[config.mk]
export PLATFORM = sky130hd
export DESIGN_NAME = register_file_sb
export DESIGN_NICKNAME = d
export VERILOG_FILES = /design/src/rtl/register_file_sb_pkg.sv /design/src/rtl/register_file_sb_scoreboard.sv /design/src/rtl/register_file_sb.sv
export SDC_FILE = /design/constraint.sdc
export NUM_CORES = 1
export LEC_CHECK = 0
export BUFFER_PORTS_ARGS = -buffer_cell sky130_fd_sc_hd__buf_2
export CORE_UTILIZATION = 52
export CTS_BUF_LIST = sky130_fd_sc_hd__clkbuf_8
export DETAILED_ROUTE_END_ITERATION = 10
export PLACE_DENSITY = 0.71
export SYNTH_ARGS = -nofsm -noshare
export SYNTH_HDL_FRONTEND = slang
export SYNTH_HIERARCHICAL = 1
export SYNTH_SLANG_ARGS = --single-unit
[constraint.sdc]
create_clock -name clk -period 6.81 [get_ports clk]
set_clock_uncertainty 0.15 [all_clocks]
set_input_delay 0.3405 -clock clk [delete_from_list [all_inputs] [get_ports clk]]
set_output_delay 0.3405 -clock clk [all_outputs]
set_load 0.005 [all_outputs]
[src/rtl/register_file_sb_pkg.sv]
// Shared constants for the decode-stage register file: default geometry and write-port indices.
package regfile_pkg;

    localparam int DEF_WIDTH             = 16;
    localparam int DEF_NUM_REGISTERS     = 8;
    localparam int DEF_LOG_NUM_REGISTERS = 3;

    localparam int NUM_WRITE_PORTS = 2;
    localparam int WP_ALU          = 0;
    localparam int WP_MEM          = 1;

endpackage

[src/rtl/register_file_sb_scoreboard.sv]
// Per-register busy scoreboard: tracks in-flight destinations, refuses issue on WAW, reports operand readiness.
// Issue sets and write-back clears take effect at the edge; stall and readiness are combinational.
module regfile_scoreboard
    import regfile_pkg::*;
#(
    parameter int NUM_REGISTERS     = DEF_NUM_REGISTERS,
    parameter int LOG_NUM_REGISTERS = DEF_LOG_NUM_REGISTERS,
    parameter int NUM_READ_PORTS    = 2,
    parameter int BYPASS            = 1,
    parameter int ZERO_REG          = 0
) (
    input  logic                                        clk,
    input  logic                                        reset,
    input  logic [NUM_READ_PORTS*LOG_NUM_REGISTERS-1:0] raddr,
    input  logic [NUM_WRITE_PORTS-1:0]                  we,
    input  logic [LOG_NUM_REGISTERS-1:0]                waddr0,
    input  logic [LOG_NUM_REGISTERS-1:0]                waddr1,
    input  logic                                        issue_valid,
    input  logic [LOG_NUM_REGISTERS-1:0]                issue_addr,
    output logic                                        issue_stall,
    output logic [NUM_READ_PORTS-1:0]                   rready
);

    logic [NUM_REGISTERS-1:0] busy;
    logic [NUM_REGISTERS-1:0] wr_dec;
    logic [NUM_REGISTERS-1:0] set_dec;
    logic                     issue_ok;

    assign issue_stall = issue_valid & busy[issue_addr] & ~wr_dec[issue_addr];
    assign issue_ok    = issue_valid & ~issue_stall
                         & ~((ZERO_REG != 0) && (issue_addr == '0));

    always_comb begin
        wr_dec  = '0;
        set_dec = '0;
        if (we[WP_ALU]) wr_dec[waddr0] = 1'b1;
        if (we[WP_MEM]) wr_dec[waddr1] = 1'b1;
        if (issue_ok)   set_dec[issue_addr] = 1'b1;
    end

    // Set is OR-ed in after the clear: a new producer supersedes the one retiring.
    always_ff @(posedge clk or posedge reset) begin
        if (reset) begin
            busy <= '0;
        end else begin
            busy <= (busy & ~wr_dec) | set_dec;
        end
    end

    for (genvar p = 0; p < NUM_READ_PORTS; p++) begin : g_rdy
        logic [LOG_NUM_REGISTERS-1:0] ra;
        assign ra        = raddr[p*LOG_NUM_REGISTERS +: LOG_NUM_REGISTERS];
        assign rready[p] = ~busy[ra] | ((BYPASS != 0) & wr_dec[ra]);
    end

endmodule

[src/rtl/register_file_sb.sv]
// Decode-stage register file: N combinational read ports, ALU and memory write-back ports, optional bypass and zero register.
// Reads are zero-latency; writes land at the edge; issue_stall refuses an issue whose destination is still in flight.
module register_file_sb
    import regfile_pkg::*;
#(
    parameter int NUM_REGISTERS     = DEF_NUM_REGISTERS,
    parameter int LOG_NUM_REGISTERS = DEF_LOG_NUM_REGISTERS,
    parameter int WIDTH             = DEF_WIDTH,
    parameter int NUM_READ_PORTS    = 2,
    parameter int BYPASS            = 1,
    parameter int ZERO_REG          = 0
) (
    input  logic                                        clk,
    input  logic                                        reset,
    input  logic [NUM_READ_PORTS*LOG_NUM_REGISTERS-1:0] raddr,
    output logic [NUM_READ_PORTS*WIDTH-1:0]             rdata,
    output logic [NUM_READ_PORTS-1:0]                   rready,
    input  logic                                        we0,
    input  logic [LOG_NUM_REGISTERS-1:0]                waddr0,
    input  logic [WIDTH-1:0]                            wdata0,
    input  logic                                        we1,
    input  logic [LOG_NUM_REGISTERS-1:0]                waddr1,
    input  logic [WIDTH-1:0]                            wdata1,
    input  logic                                        issue_valid,
    input  logic [LOG_NUM_REGISTERS-1:0]                issue_addr,
    output logic                                        issue_stall
);

    logic [NUM_WRITE_PORTS-1:0] we_eff;
    logic [WIDTH-1:0]           regs [NUM_REGISTERS];

    // Writes to the zero register are squashed here so storage, bypass and scoreboard all ignore them.
    assign we_eff[WP_ALU] = we0 & ~((ZERO_REG != 0) && (waddr0 == '0));
    assign we_eff[WP_MEM] = we1 & ~((ZERO_REG != 0) && (waddr1 == '0));

    // Memory port is applied last so it wins an address collision.
    always_ff @(posedge clk or posedge reset) begin
        if (reset) begin
            for (int i = 0; i < NUM_REGISTERS; i++) begin
                regs[i] <= '0;
            end
        end else begin
            if (we_eff[WP_ALU]) regs[waddr0] <= wdata0;
            if (we_eff[WP_MEM]) regs[waddr1] <= wdata1;
        end
    end

    for (genvar p = 0; p < NUM_READ_PORTS; p++) begin : g_read
        logic [LOG_NUM_REGISTERS-1:0] ra;
        logic                         hit_alu;
        logic                         hit_mem;

        assign ra      = raddr[p*LOG_NUM_REGISTERS +: LOG_NUM_REGISTERS];
        assign hit_alu = (BYPASS != 0) && we_eff[WP_ALU] && (waddr0 == ra);
        assign hit_mem = (BYPASS != 0) && we_eff[WP_MEM] && (waddr1 == ra);

        assign rdata[p*WIDTH +: WIDTH] = hit_mem ? wdata1 :
                                         hit_alu ? wdata0 : regs[ra];
    end

    regfile_scoreboard #(
        .NUM_REGISTERS     (NUM_REGISTERS),
        .LOG_NUM_REGISTERS (LOG_NUM_REGISTERS),
        .NUM_READ_PORTS    (NUM_READ_PORTS),
        .BYPASS            (BYPASS),
        .ZERO_REG          (ZERO_REG)
    ) u_scoreboard (
        .clk         (clk),
        .reset       (reset),
        .raddr       (raddr),
        .we          (we_eff),
        .waddr0      (waddr0),
        .waddr1      (waddr1),
        .issue_valid (issue_valid),
        .issue_addr  (issue_addr),
        .issue_stall (issue_stall),
        .rready      (rready)
    );

endmodule
After elaboration in Yosys (flattened, before gate mapping)
Index checks and enable logic that the tools add are counted.
{"block": "word_totals", "ff_bits": 136, "in_bits": 52, "output_inout_bits": 35, "wordCells": 92}
{"block": "classes", "magnitude_cmp": 14, "eq_ne": 4, "mux": 39, "n_bitwise": 17, "reduce_logical": 9}
{"cell": "$bwmux 128", "n": 2}
{"cell": "$mux 128", "n": 2}
{"cell": "$mux 16", "n": 10}
{"cell": "$bmux 16 s3", "n": 2}
{"cell": "$demux 16 s3", "n": 2}
{"cell": "$mux 8", "n": 3}
{"cell": "$lt 3x4->1 const B", "n": 5}
{"cell": "$bmux 1 s3", "n": 6}
{"cell": "$ge 4x4->1 const B", "n": 4}
{"cell": "$not 3->4", "n": 4}
{"cell": "$or 8x8->8", "n": 2}
{"cell": "$eq 3x3->1", "n": 4}
{"cell": "$demux 1 s3", "n": 3}
{"cell": "$ge 3x1->1 const B", "n": 3}
{"cell": "$logic_and 1x1->1", "n": 9}
{"cell": "$mux 1", "n": 9}
{"cell": "$and 8x8->8", "n": 1}
{"cell": "$lt 4x1->1 const B", "n": 2}
{"cell": "$not 8->8", "n": 1}
{"cell": "$not 1->1", "n": 4}
{"cell": "$and 1x1->1", "n": 3}
{"cell": "$or 1x1->1", "n": 2}

Longest topological paths before layout
Gate-level depths: netlist of run 1.
{"block": "depth", "word_depth": 15, "depth_mapped": 7, "depth_no_buf": 4}

Cells and area by module
Netlist of run 1, hierarchy kept.
{"module": "register_file_sb", "instances": 1, "cells_each": 847, "area_per_inst_um2": 9072.5, "seq_area_each_um2": 3203.1}
{"module": "regfile_scoreboard", "instances": 1, "cells_each": 87, "area_per_inst_um2": 847.1, "seq_area_each_um2": 200.2}

Worst setup path after synthesis of run 1
OpenSTA, ideal clock, no wires.
{"block": "synth_timing", "kind": "in2out", "from": "input port issue_addr[0]", "to": "output port issue_stall", "arrival_ns": 1.757, "required_time_ns": 6.319, "path_slack_ns": 4.562, "path_stages": 4, "n_path_buf": 1, "cell_sequence": "clkbuf_1 mux4_2 a221oi_2 and4bb_2"}
{"block": "synth_between", "elab_chain_len": 4, "word_cells_on_any_way": 7, "cone_classes": "4 x mux; 3 x bitwise"}
{"element": "start, declared", "line_no": "register_file_sb.sv:25", "source": "input logic [LOG_NUM_REGISTERS-1:0] issue_addr,"}
{"element": "$bmux 1 s3", "line_no": "register_file_sb_scoreboard.sv:29", "source": "assign issue_stall = issue_valid & busy[issue_addr] & ~wr_dec[issue_addr];"}
{"element": "$mux 1 (not written as such)", "line_no": "register_file_sb_scoreboard.sv:29"}
{"element": "$and 1x1->1 / $not 1->1 (equally long branches)", "line_no": "register_file_sb_scoreboard.sv:29"}
{"element": "$and 1x1->1 (*)", "line_no": "register_file_sb_scoreboard.sv:29"}
{"element": "end, declared", "line_no": "register_file_sb.sv:26", "source": "output logic issue_stall"}
Mark *: on every way between the ends. The rest lies on a longest branch, timed or not. The select of a mux whose other input is x is not followed.

Final worst setup path of run 1
{"block": "layout_timing", "from": "input port raddr[0]", "to": "output port rdata[2]"}
{"block": "layout_between", "elab_chain_len": 6, "word_cells_on_any_way": 10, "cone_classes": "2 x eq/ne; 5 x mux; 1 x bitwise; 2 x reduce/logical"}
{"element": "start, declared", "line_no": "register_file_sb.sv:15", "source": "input logic [NUM_READ_PORTS*LOG_NUM_REGISTERS-1:0] raddr,"}
{"element": "$not 3->4 (not written as such)", "line_no": "register_file_sb.sv:58", "source": "hit_alu ? wdata0 : regs[ra];"}
{"element": "$bmux 16 s3", "line_no": "register_file_sb.sv:58"}
{"element": "$mux 16 (not written as such) (2 in a row)", "line_no": "register_file_sb.sv:58"}
{"element": "$mux 16", "line_no": "register_file_sb.sv:58"}
{"element": "$mux 16 (*)", "line_no": "register_file_sb.sv:57", "source": "assign rdata[p*WIDTH +: WIDTH] = hit_mem ? wdata1 :"}
{"element": "end, declared", "line_no": "register_file_sb.sv:16", "source": "output logic [NUM_READ_PORTS*WIDTH-1:0] rdata,"}
Marked as above.

==> out/metrics.cfg, run 1 <==
[critical_path]
critPathRequiredTime_ps=6320
critPathArrivalTime_ps=2950
r2r-start=u_scoreboard/busy[0]$_DFF_PP0_
worstSetupEndpointType=output pin
startpoint_type=primary input
worstSetupStartpoint=raddr[0]
critical_path_class=primary input to output pin
worst-path-max-fanout=35

[cts]
cts_resized=0
cts_root_buffer=clkbuf_8
cts_num_sinks=136
clockBufferDepth=2
path_clk_slew_ps=80
insertion_delay_ps=450
cts_setup_buffers=0
numCtsBuffers=17
cts_tree=done
htreeDepth=4

[power]
seqPwrFrac=0.428
p_leak_uw=0.00482
cellPowerDensity_mw_per_mm2=245
p_sw_uw=808
sw_frac_of_total=0.309
peakVddDrop_mv=0.124
intPower_uw=1810
clkPwrFrac=0.271
p_comb_frac=0.301

[drt]
vias_per_cell=6.41
top_layer=met5
first_pass_iters=5
wl_met2_um=13100
drt-total-wl_um=27300
drc=0
wl_met3_um=1320
ant_nets=0
num_vias=7680
wl_met1_um=11900
drt-wirelength-per-cell_um=22.8
drt_iter0_markers=544

[timing]
finalCritPeriodShare=0.505
finalHoldViolations=0
worst_slack_ps=3370
fmax_mhz=291
rsz0062_at_grt=false
period_needed_ps=3440
worst_slew_pin_slew_ps=1270
max-slew-margin-rel=0.152
fin_setup_tns_ps=0
setup_violations=0
drv_slew=0

[placement]
dp_hpwl_um=16400
dp_slack_ps=3390
routabilityCongestion=0.887
port_buffers=86
placed_area_mm2=0.0103

[synth]
synth-edff-count=0
yosysSeqAreaShare=0.343
ys.flop_type=dfrtp_1
ys_async_sr_fraction=1.00
ys_ff_latch=136
syn_area_mm2=0.00992
syn_nets=986
synthCells=934
yosysWarnings=6
synth.avg_cell_area_um2=10.6
ys_types=51

[floorplanning]
io_pins=87
die_y_um=140
die_w_um=140
start_util=0.530
num_rows=50
die_area_mm2=0.0196
core_mm2=0.0187

[cells_and_area]
mostFrequentLayoutCell=mux2i_1
postLayoutCellArea_mm2=0.0107
layout-drive-gt1-share=0.218
insertedDiodeCount=0
nNetsFinal=1003
layout_common_cells=164 x mux2i_1, 136 x dfrtp_1, 104 x nand2_1
syn_to_final_growth_pct=7.81

[worst_hold_path]
hp-class=primary input to register
hold_start=wdata1[8]

[run]
max_cap_viol_count=0

[grt]
grt_max_degree=66
overflow=0
grt_use_total=0.289
antenna_found_initial=1
grt_pass1_wl_um=42700
grt_pass1_vias=7417

[run_status]
status=finished clean

## synthesized netlist by cell type, drive strengths merged, types with 4 or more instances
| library cell | n | area [um^2] |
|---|---|---|
| mux2i | 164 | 1640 |
| dfrtp | 136 | 3400 |
| nand2 | 104 | 390 |
| o21ai | 100 | 500 |
| mux4 | 67 | 1710 |
| nor2 | 65 | 244 |
| a21oi | 64 | 320 |
| buf | 56 | 372 |
| clkbuf | 53 | 199 |
| mux2 | 38 | 428 |
| xnor2 | 12 | 105 |
| nand4b | 8 | 70.1 |
| nand2b | 7 | 51.3 |
| nor3 | 7 | 51.3 |
| nand4 | 6 | 50.0 |
| nor3b | 6 | 45.0 |
| and4bb | 5 | 62.6 |
| inv | 4 | 15.0 |
## through the flow
stage	hold WS, ps	total power [uW]	util	cells
3_5_place_dp	175	1920	0.549	1165
2_1_floorplan	6.16	1680	-	934
3_3_place_gp	166	1880	0.549	1165
6_report	63.8	2620	0.572	1198
4_1_cts	40.8	2620	0.572	1198
5_1_grt	59.1	2750	0.572	1198
## sequential cells by signal (all words and copies together) (netlist names)
signal,count
u_scoreboard/busy,8
regs,128
## layer usage
layer,up-vias,global-route usage
met2,296,0.468
met1,3816,0.385
met4,2,0.135
met3,63,0.0441
met5,-,0
li1,3503,-
## cells by family after synthesis
logic type      Yosys count  share of synthesized area
mux                     269                      0.381
simple gates            222                      0.108
compound gates          182                     0.0980
flops                   136                      0.343
buf+inv                 113                     0.0590
xor+xnor                 12                     0.0106
## layout make-up
type / count / area, um^2
clock buffers: 24 / 330
repair buffers: 107 / 591
flip-flops and latches: 136 / 3400
multi-input cells: 685 / 5970
well taps: 234 / 293
inverters: 4 / 17.5
fillers: 1647 / 8010
clock inverters: 8 / 92.6
## final timing paths
| kind | end | slack (ps) | cells after the start |
|---|---|---|---|
| min in group asynchronous | u_scoreboard/busy[7]$_DFF_PP0_ | 270 | 3 |
| setup / recovery | rdata[2] | 3370 | 6 |
| hold / removal | regs[120]$_DFF_PP0_ | 60 | 3 |
| hold reg to reg | regs[120]$_DFF_PP0_ | 410 | 2 |
| max in group asynchronous | regs[9]$_DFF_PP0_ | 4650 | 4 |
| setup reg to reg | u_scoreboard/busy[1]$_DFF_PP0_ | 5020 | 4 |
## timing repair
action / in CTS / in global routing
hold endpoints to repair: 71 / 0
hold buffers: 1 / 0
setup endpoints to repair: 0 / 0
## power groups by stage
stage / clock [uW] / combinational [uW] / sequential, uW
2_1_floorplan: 0 / 607 / 1080
3_3_place_gp: 0 / 765 / 1120
3_5_place_dp: 0 / 788 / 1130
4_1_cts: 716 / 789 / 1120
5_1_grt: 751 / 862 / 1140
6_report: 710 / 787 / 1120
## worst max-delay path: stages
cell and delay, ps:
buf_2 850, xnor2_1 220, nand4_2 850, mux2i_1 450, o21ai_1 80, buf_2 140
No activity file was read; power rests on OpenSTA's default activity.
==> run 2: changes to the inputs <==
- PLACE_DENSITY: 0.71 -> 0.74
- clock period: 6.81 -> 3 ns (I/O delays scaled with it)
==> out/metrics.cfg, run 2 (synthesis gave the netlist of run 1 again) <==
[cts]
clockBufferDepth=2  ; unchanged
cts_num_sinks=136  ; unchanged
htreeDepth=4  ; unchanged
cts_resized=0  ; unchanged
cts_tree=done  ; unchanged
cts_root_buffer=clkbuf_8  ; unchanged
numCtsBuffers=17  ; unchanged
path_clk_slew_ps=80  ; about the same
cts_setup_buffers=0  ; unchanged
insertion_delay_ps=460  ; was 450 ps

[cells_and_area]
mostFrequentLayoutCell=mux2i_1  ; unchanged
regArea_mm2=0.00340  ; unchanged
utilization=0.613  ; was 0.572
largest_register_ffs=128  ; unchanged
layout_common_cells=164 x mux2i_1, 136 x dfrtp_1, 104 x nand2_1  ; unchanged
syn_to_final_growth_pct=15.7  ; was 7.81%
fill_cells=1513  ; was 1647
insertedDiodeCount=0  ; unchanged
top_regs=regs x128, u_scoreboard/busy x8  ; unchanged
top_register=regs  ; unchanged
layout-drive-gt1-share=0.221  ; was 0.218
multiInputGateArea_mm2=0.00597  ; unchanged
nNetsFinal=1074  ; was 1003

[drt]
drt-total-wl_um=27700  ; was 27300 um
drc=0  ; unchanged
first_pass_iters=5  ; unchanged
vias_per_cell=6.27  ; was 6.41
drt_iter0_markers=688  ; was 544
drt-wirelength-per-cell_um=21.8  ; was 22.8 um
num_vias=7950  ; was 7680
ant_nets=0  ; unchanged

[run]
max_cap_viol_count=0  ; unchanged

[timing]
setup_violations=0  ; unchanged
max-slew-margin-rel=0.569  ; was 0.152
worst_slew_pin_slew_ps=643  ; was 1270 ps
fin_setup_tns_ps=0  ; unchanged
finalCritPeriodShare=0.873
drv_slew=0  ; unchanged
period_needed_ps=2620
rsz0062_at_grt=false  ; unchanged
fmax_mhz=382
finalHoldViolations=0  ; unchanged

[grt]
grt_use_total=0.296  ; was 0.289
grt_pass1_vias=7866  ; was 7417
grt_max_degree=86  ; was 66
grt_pass1_wl_um=43700  ; was 42700 um
overflow=0  ; unchanged
antenna_found_initial=0  ; was 1

[floorplanning]
die_w_um=140  ; unchanged
die_area_mm2=0.0196  ; unchanged
die_y_um=140  ; unchanged
start_util=0.530  ; unchanged
core_mm2=0.0187  ; unchanged
io_pins=87  ; unchanged
num_rows=50  ; unchanged

[critical_path]
critPathArrivalTime_ps=2320  ; was 2950 ps
r2r-start=u_scoreboard/busy[0]$_DFF_PP0_  ; unchanged
worstSetupEndpointType=output pin  ; unchanged
worstSetupStartpoint=issue_addr[1]  ; was raddr[0]
worst-path-max-fanout=11  ; was 35
critical_path_class=primary input to output pin  ; unchanged
critPathRequiredTime_ps=2700  ; was 6320 ps
startpoint_type=primary input  ; unchanged

[power]
peakVddDrop_mv=0.237  ; was 0.124 mV
p_leak_uw=0.00518  ; was 0.00482 uW
cellPowerDensity_mw_per_mm2=550  ; was 245 mW/mm^2

[placement]
routabilityCongestion=0.890  ; was 0.887
dp_hpwl_um=16900  ; was 16400 um
port_buffers=86  ; unchanged

[worst_hold_path]
hp-class=primary input to asynchronous set/reset pin  ; was primary input to register

[run_status]
status=finished clean  ; unchanged

-- run 2: cell types whose count changed in the layout (fill, tap and decap cells not counted) --
cell           change
buf_12             +4
buf_4             +13
bufinv_16          +4
clkbuf_8           -5
clkinv_2           +1
clkinv_4           +1
dlygate4sd3_1     +54
inv_1              -2
inv_4              -1
inv_6              +1
-- run 2: path summary, 6_finish.rpt --
kind | to | slack [ps] | cells past startpoint
max | issue_stall | 380 | 7
min | u_scoreboard/busy[5]$_DFF_PP0_ | 70 | 3
max reg2reg | u_scoreboard/busy[1]$_DFF_PP0_ | 670 | 5
min reg2reg | regs[55]$_DFF_PP0_ | 440 | 2
max in group asynchronous | regs[99]$_DFF_PP0_ | 1990 | 4
min in group clk | u_scoreboard/busy[7]$_DFF_PP0_ | 170 | 4
-- run 2: per-layer routing --
metal  up-vias  track usage  wire length, um
li1       3623            -                -
met2       340        0.486            13200
met5         -            0                0
met3        72       0.0561             2060
met4         0        0.119              826
met1      3915        0.388            11700
-- run 2: power by group --
group	internal (uW)	switching [uW]
logic	1090	832
clock network	1110	731
registers	2240	300
-- run 2: worst max-delay path, cell delays in order --
cell and delay (ps):
dlygate4sd3_1 530, buf_2 190, or3b_2 480, a21o_1 200, a221oi_2 380, and4bb_2 290
buf_2 110
-- run 2: timing repair --
action                                  in CTS  in global routing
hold buffers                                55                  0
endpoints found under the hold margin      272                  0
endpoints found under the setup margin       0                  0
-- run 2: final cells by class --
cell class / instances / share of cell area
Tap cell: 234 / 0.0255
Sequential cell: 136 / 0.297
Clock inverter: 12 / 0.0192
Timing Repair Buffer: 178 / 0.114
Inverter: 4 / 0.00164
Multi-Input combinational cell: 685 / 0.520
Clock buffer: 19 / 0.0228
-- run 2: per-stage QoR --
step | total power, uW | hold slack, ps | worst slack, ps | cell area [um^2] | std cells
2_1_floorplan | 3820 | -184 | 1120 | 9920 | 934
3_3_place_gp | 4300 | 7.04 | 688 | 10400 | 1182
3_5_place_dp | 4370 | 8.62 | 672 | 10400 | 1182
4_1_cts | 6320 | 62.0 | 390 | 11500 | 1268
5_1_grt | 6640 | 109 | 296 | 11500 | 1268
6_report | 6310 | 72.3 | 380 | 11500 | 1268
==> run 3: changes to the inputs <==
- CAP_MARGIN: default -> 20
- CORE_ASPECT_RATIO: default -> 1.5
- SYNTH_HIERARCHICAL: 1 -> default
==> out/metrics.cfg, run 3 <==
[timing]
finalHoldViolations=0  ; unchanged
worst_slack_ps=604  ; was 380 ps
finalCritPeriodShare=0.799  ; was 0.873
period_needed_ps=2400  ; was 2620 ps
drv_slew=0  ; unchanged
fmax_mhz=417  ; was 382 MHz
rsz0062_at_grt=false  ; unchanged
max-slew-margin-rel=0.473  ; was 0.569
worst_slew_pin_slew_ps=790  ; was 643 ps
setup_violations=0  ; unchanged
fin_setup_tns_ps=0  ; unchanged

[placement]
placed_area_mm2=0.00998  ; was 0.0104 mm^2
dpl.cell_count=1201  ; was 1182
port_buffers=86  ; unchanged
routabilityCongestion=0.866  ; was 0.890
dp_hpwl_um=18300  ; was 16900 um
dp_slack_ps=691  ; was 672 ps

[power]
p_leak_uw=0.00506  ; was 0.00518 uW
power_uw=6080  ; was 6310 uW
cellPowerDensity_mw_per_mm2=557  ; was 550 mW/mm^2
peakVddDrop_mv=0.290  ; was 0.237 mV

[drt]
vias_per_cell=6.67  ; was 6.27
first_pass_iters=11  ; was 5
drt-total-wl_um=30100  ; was 27700 um
num_vias=8566  ; was 7950
drc=9  ; was 0
drt_iter0_markers=935  ; was 688
drt-wirelength-per-cell_um=23.4  ; was 21.8 um
ant_nets=0  ; unchanged

[grt]
grt_use_total=0.336  ; was 0.296
overflow=0  ; unchanged
grt_max_degree=137  ; was 86
antenna_found_initial=0  ; unchanged
grt_pass1_wl_um=47300  ; was 43700 um
grt_pass1_vias=8559  ; was 7866

[cells_and_area]
top_regs=regs x128, u_scoreboard.busy x8  ; was regs x128, u_scoreboard/busy x8
mostFrequentLayoutCell=nand2_1  ; was mux2i_1
layout-drive-gt1-share=0.244  ; was 0.221
syn_to_final_growth_pct=15.9  ; was 15.7%
layout_common_cells=165 x nand2_1, 136 x dfrtp_1, 128 x nor2_1  ; was 164 x mux2i_1, 136 x dfrtp_1, 104 x nand2_1
largest_register_ffs=128  ; unchanged
postLayoutCellArea_mm2=0.0109  ; was 0.0115 mm^2
nNetsFinal=1113  ; was 1074
insertedDiodeCount=0  ; unchanged
top_register=regs  ; unchanged
fin_cells=1285  ; was 1268

[synth]
synthCells=983  ; was 934
synthTopCellsByCount=165 x nand2_1, 136 x dfrtp_1, 128 x nor2_1, 98 x mux2i_1, 75 x clkbuf_1  ; was 164 x mux2i_1, 136 x dfrtp_1, 104 x nand2_1, 65 x nor2_1, 64 x a21oi_1
yosysSeqAreaShare=0.362  ; was 0.343
synth.avg_cell_area_um2=9.58  ; was 10.6 um^2
ys_ff_latch=136  ; unchanged
synthTopCellsByArea=dfrtp_1 36%, mux4_2 17%, mux2i_1 10%  ; was dfrtp_1 34%, mux2i_1 17%, mux4_1 14%
synth_top_area_frac=0.362  ; was 0.343
yosysWarnings=0  ; was 6
syn_nets=1035  ; was 986
synth.largest_area_cell=dfrtp_1  ; unchanged
ys_async_sr_fraction=1.00  ; unchanged
synth.most_common_cell=nand2_1  ; was mux2i_1
ys.flop_type=dfrtp_1  ; unchanged
synth-edff-count=0  ; unchanged
ys_types=38  ; was 51
syn_area_mm2=0.00941  ; was 0.00992 mm^2

[critical_path]
worst-path-max-fanout=3  ; was 11
startpoint_type=register  ; was primary input
worstSetupStartpoint=regs[63]$_DFF_PP0_  ; was issue_addr[1]
reg2reg_setup_slack_ps=1580  ; was 670 ps
critical_path_class=register to output pin  ; was primary input to output pin
r2r-start=u_scoreboard.busy[0]$_DFF_PP0_  ; was u_scoreboard/busy[0]$_DFF_PP0_
critPathRequiredTime_ps=2700  ; about the same
critPathArrivalTime_ps=2100  ; was 2320 ps
reg2regPathDepth=3  ; was 5
r2r_end=u_scoreboard.busy[0]$_DFF_PP0_  ; was u_scoreboard/busy[1]$_DFF_PP0_
worstSetupEndpointType=output pin  ; unchanged
critPathCapture=rdata[31]  ; was issue_stall

[cts]
numCtsBuffers=17  ; unchanged
clockBufferDepth=2  ; unchanged
path_clk_slew_ps=80  ; about the same
insertion_delay_ps=450  ; was 460 ps
cts_tree=done  ; unchanged
htreeDepth=4  ; unchanged
cts_num_sinks=136  ; unchanged
cts_root_buffer=clkbuf_8  ; unchanged

[run_status]
failed_checks=DRC
status=finished, violations left  ; was finished clean

[floorplanning]
die_w_um=112  ; was 140 um
start_util=0.536  ; was 0.530
num_rows=59  ; was 50
io_pins=87  ; unchanged
core_mm2=0.0176  ; was 0.0187 mm^2
die_area_mm2=0.0187  ; was 0.0196 mm^2
die_y_um=167  ; was 140 um

[run]
max_cap_viol_count=0  ; unchanged

[worst_hold_path]
hp-class=primary input to register  ; was primary input to asynchronous set/reset pin

## run 3: cell type report
type,count,area [um^2]
multi-input combinational,723,5520
tap,213,267
inverter,2,11.3
clock buffer,22,303
clock inverter,8,82.6
sequential,136,3400
fill,1446,6660
timing repair buffer,181,1330
## run 3: logic make-up (layout without fill, tap and decap cells)
logic type | after synthesis | count (layout) | share of synthesized area
mux | 201 | 201 | 0.310
xor+xnor | 12 | 12 | 0.0112
simple gates | 333 | 333 | 0.153
buf+inv | 124 | 213 | 0.0568
compound gates | 177 | 177 | 0.108
flops | 136 | 136 | 0.362
## run 3: metal layers
layer / track usage / vias up / routed length (um)
met1: 0.440 / 4170 / 11300
met4: 0.187 / 0 / 1390
li1: - / 3677 / -
met2: 0.529 / 602 / 14300
met5: 0 / - / 0
met3: 0.0611 / 117 / 3200
## run 3: how the worst min path moves through the flow
stage | to | start | slack [ps] | cells past startpoint
2_1_floorplan | u_scoreboard.busy[4]$_DFF_PP0_ | issue_addr[2] | 180 | 2
3_3_place_gp | u_scoreboard.busy[6]$_DFF_PP0_ | reset | 270 | 3
3_5_place_dp | u_scoreboard.busy[5]$_DFF_PP0_ | reset | 280 | 3
4_1_cts | u_scoreboard.busy[1]$_DFF_PP0_ | we1 | 90 | 4
5_1_grt | u_scoreboard.busy[1]$_DFF_PP0_ | we1 | 120 | 4
6_report | u_scoreboard.busy[1]$_DFF_PP0_ | we1 | 120 | 4
## run 3: what timing repair did
item / CTS / global route
resized for setup: 0 / 0
hold buffers: 54 / 0
setup endpoints to repair: 0 / 0
hold endpoints to repair: 272 / 0
setup buffers: 0 / 0
## run 3: power by group
group          leakage, uW  internal [uW]  switching (uW)
registers          0.00157           2240             313
clock network     0.000218            823             698
logic              0.00327           1100             909
total              0.00506           4160            1920
## run 3: stage by stage
stage | hold slack [ps] | utilization
final | 116 | 0.621
after detailed placement | 276 | 0.568
after CTS | 85.4 | 0.621
after global routing | 121 | 0.621
after global placement | 267 | 0.568
after floorplan | 183 | -
## run 3: critical path, cell delays in order, from the launching register on
cell     delay, ps
dfrtp_1        420
mux4_2         470
mux2_2         300
mux2i_1        210
o21ai_1        100
buf_2          140
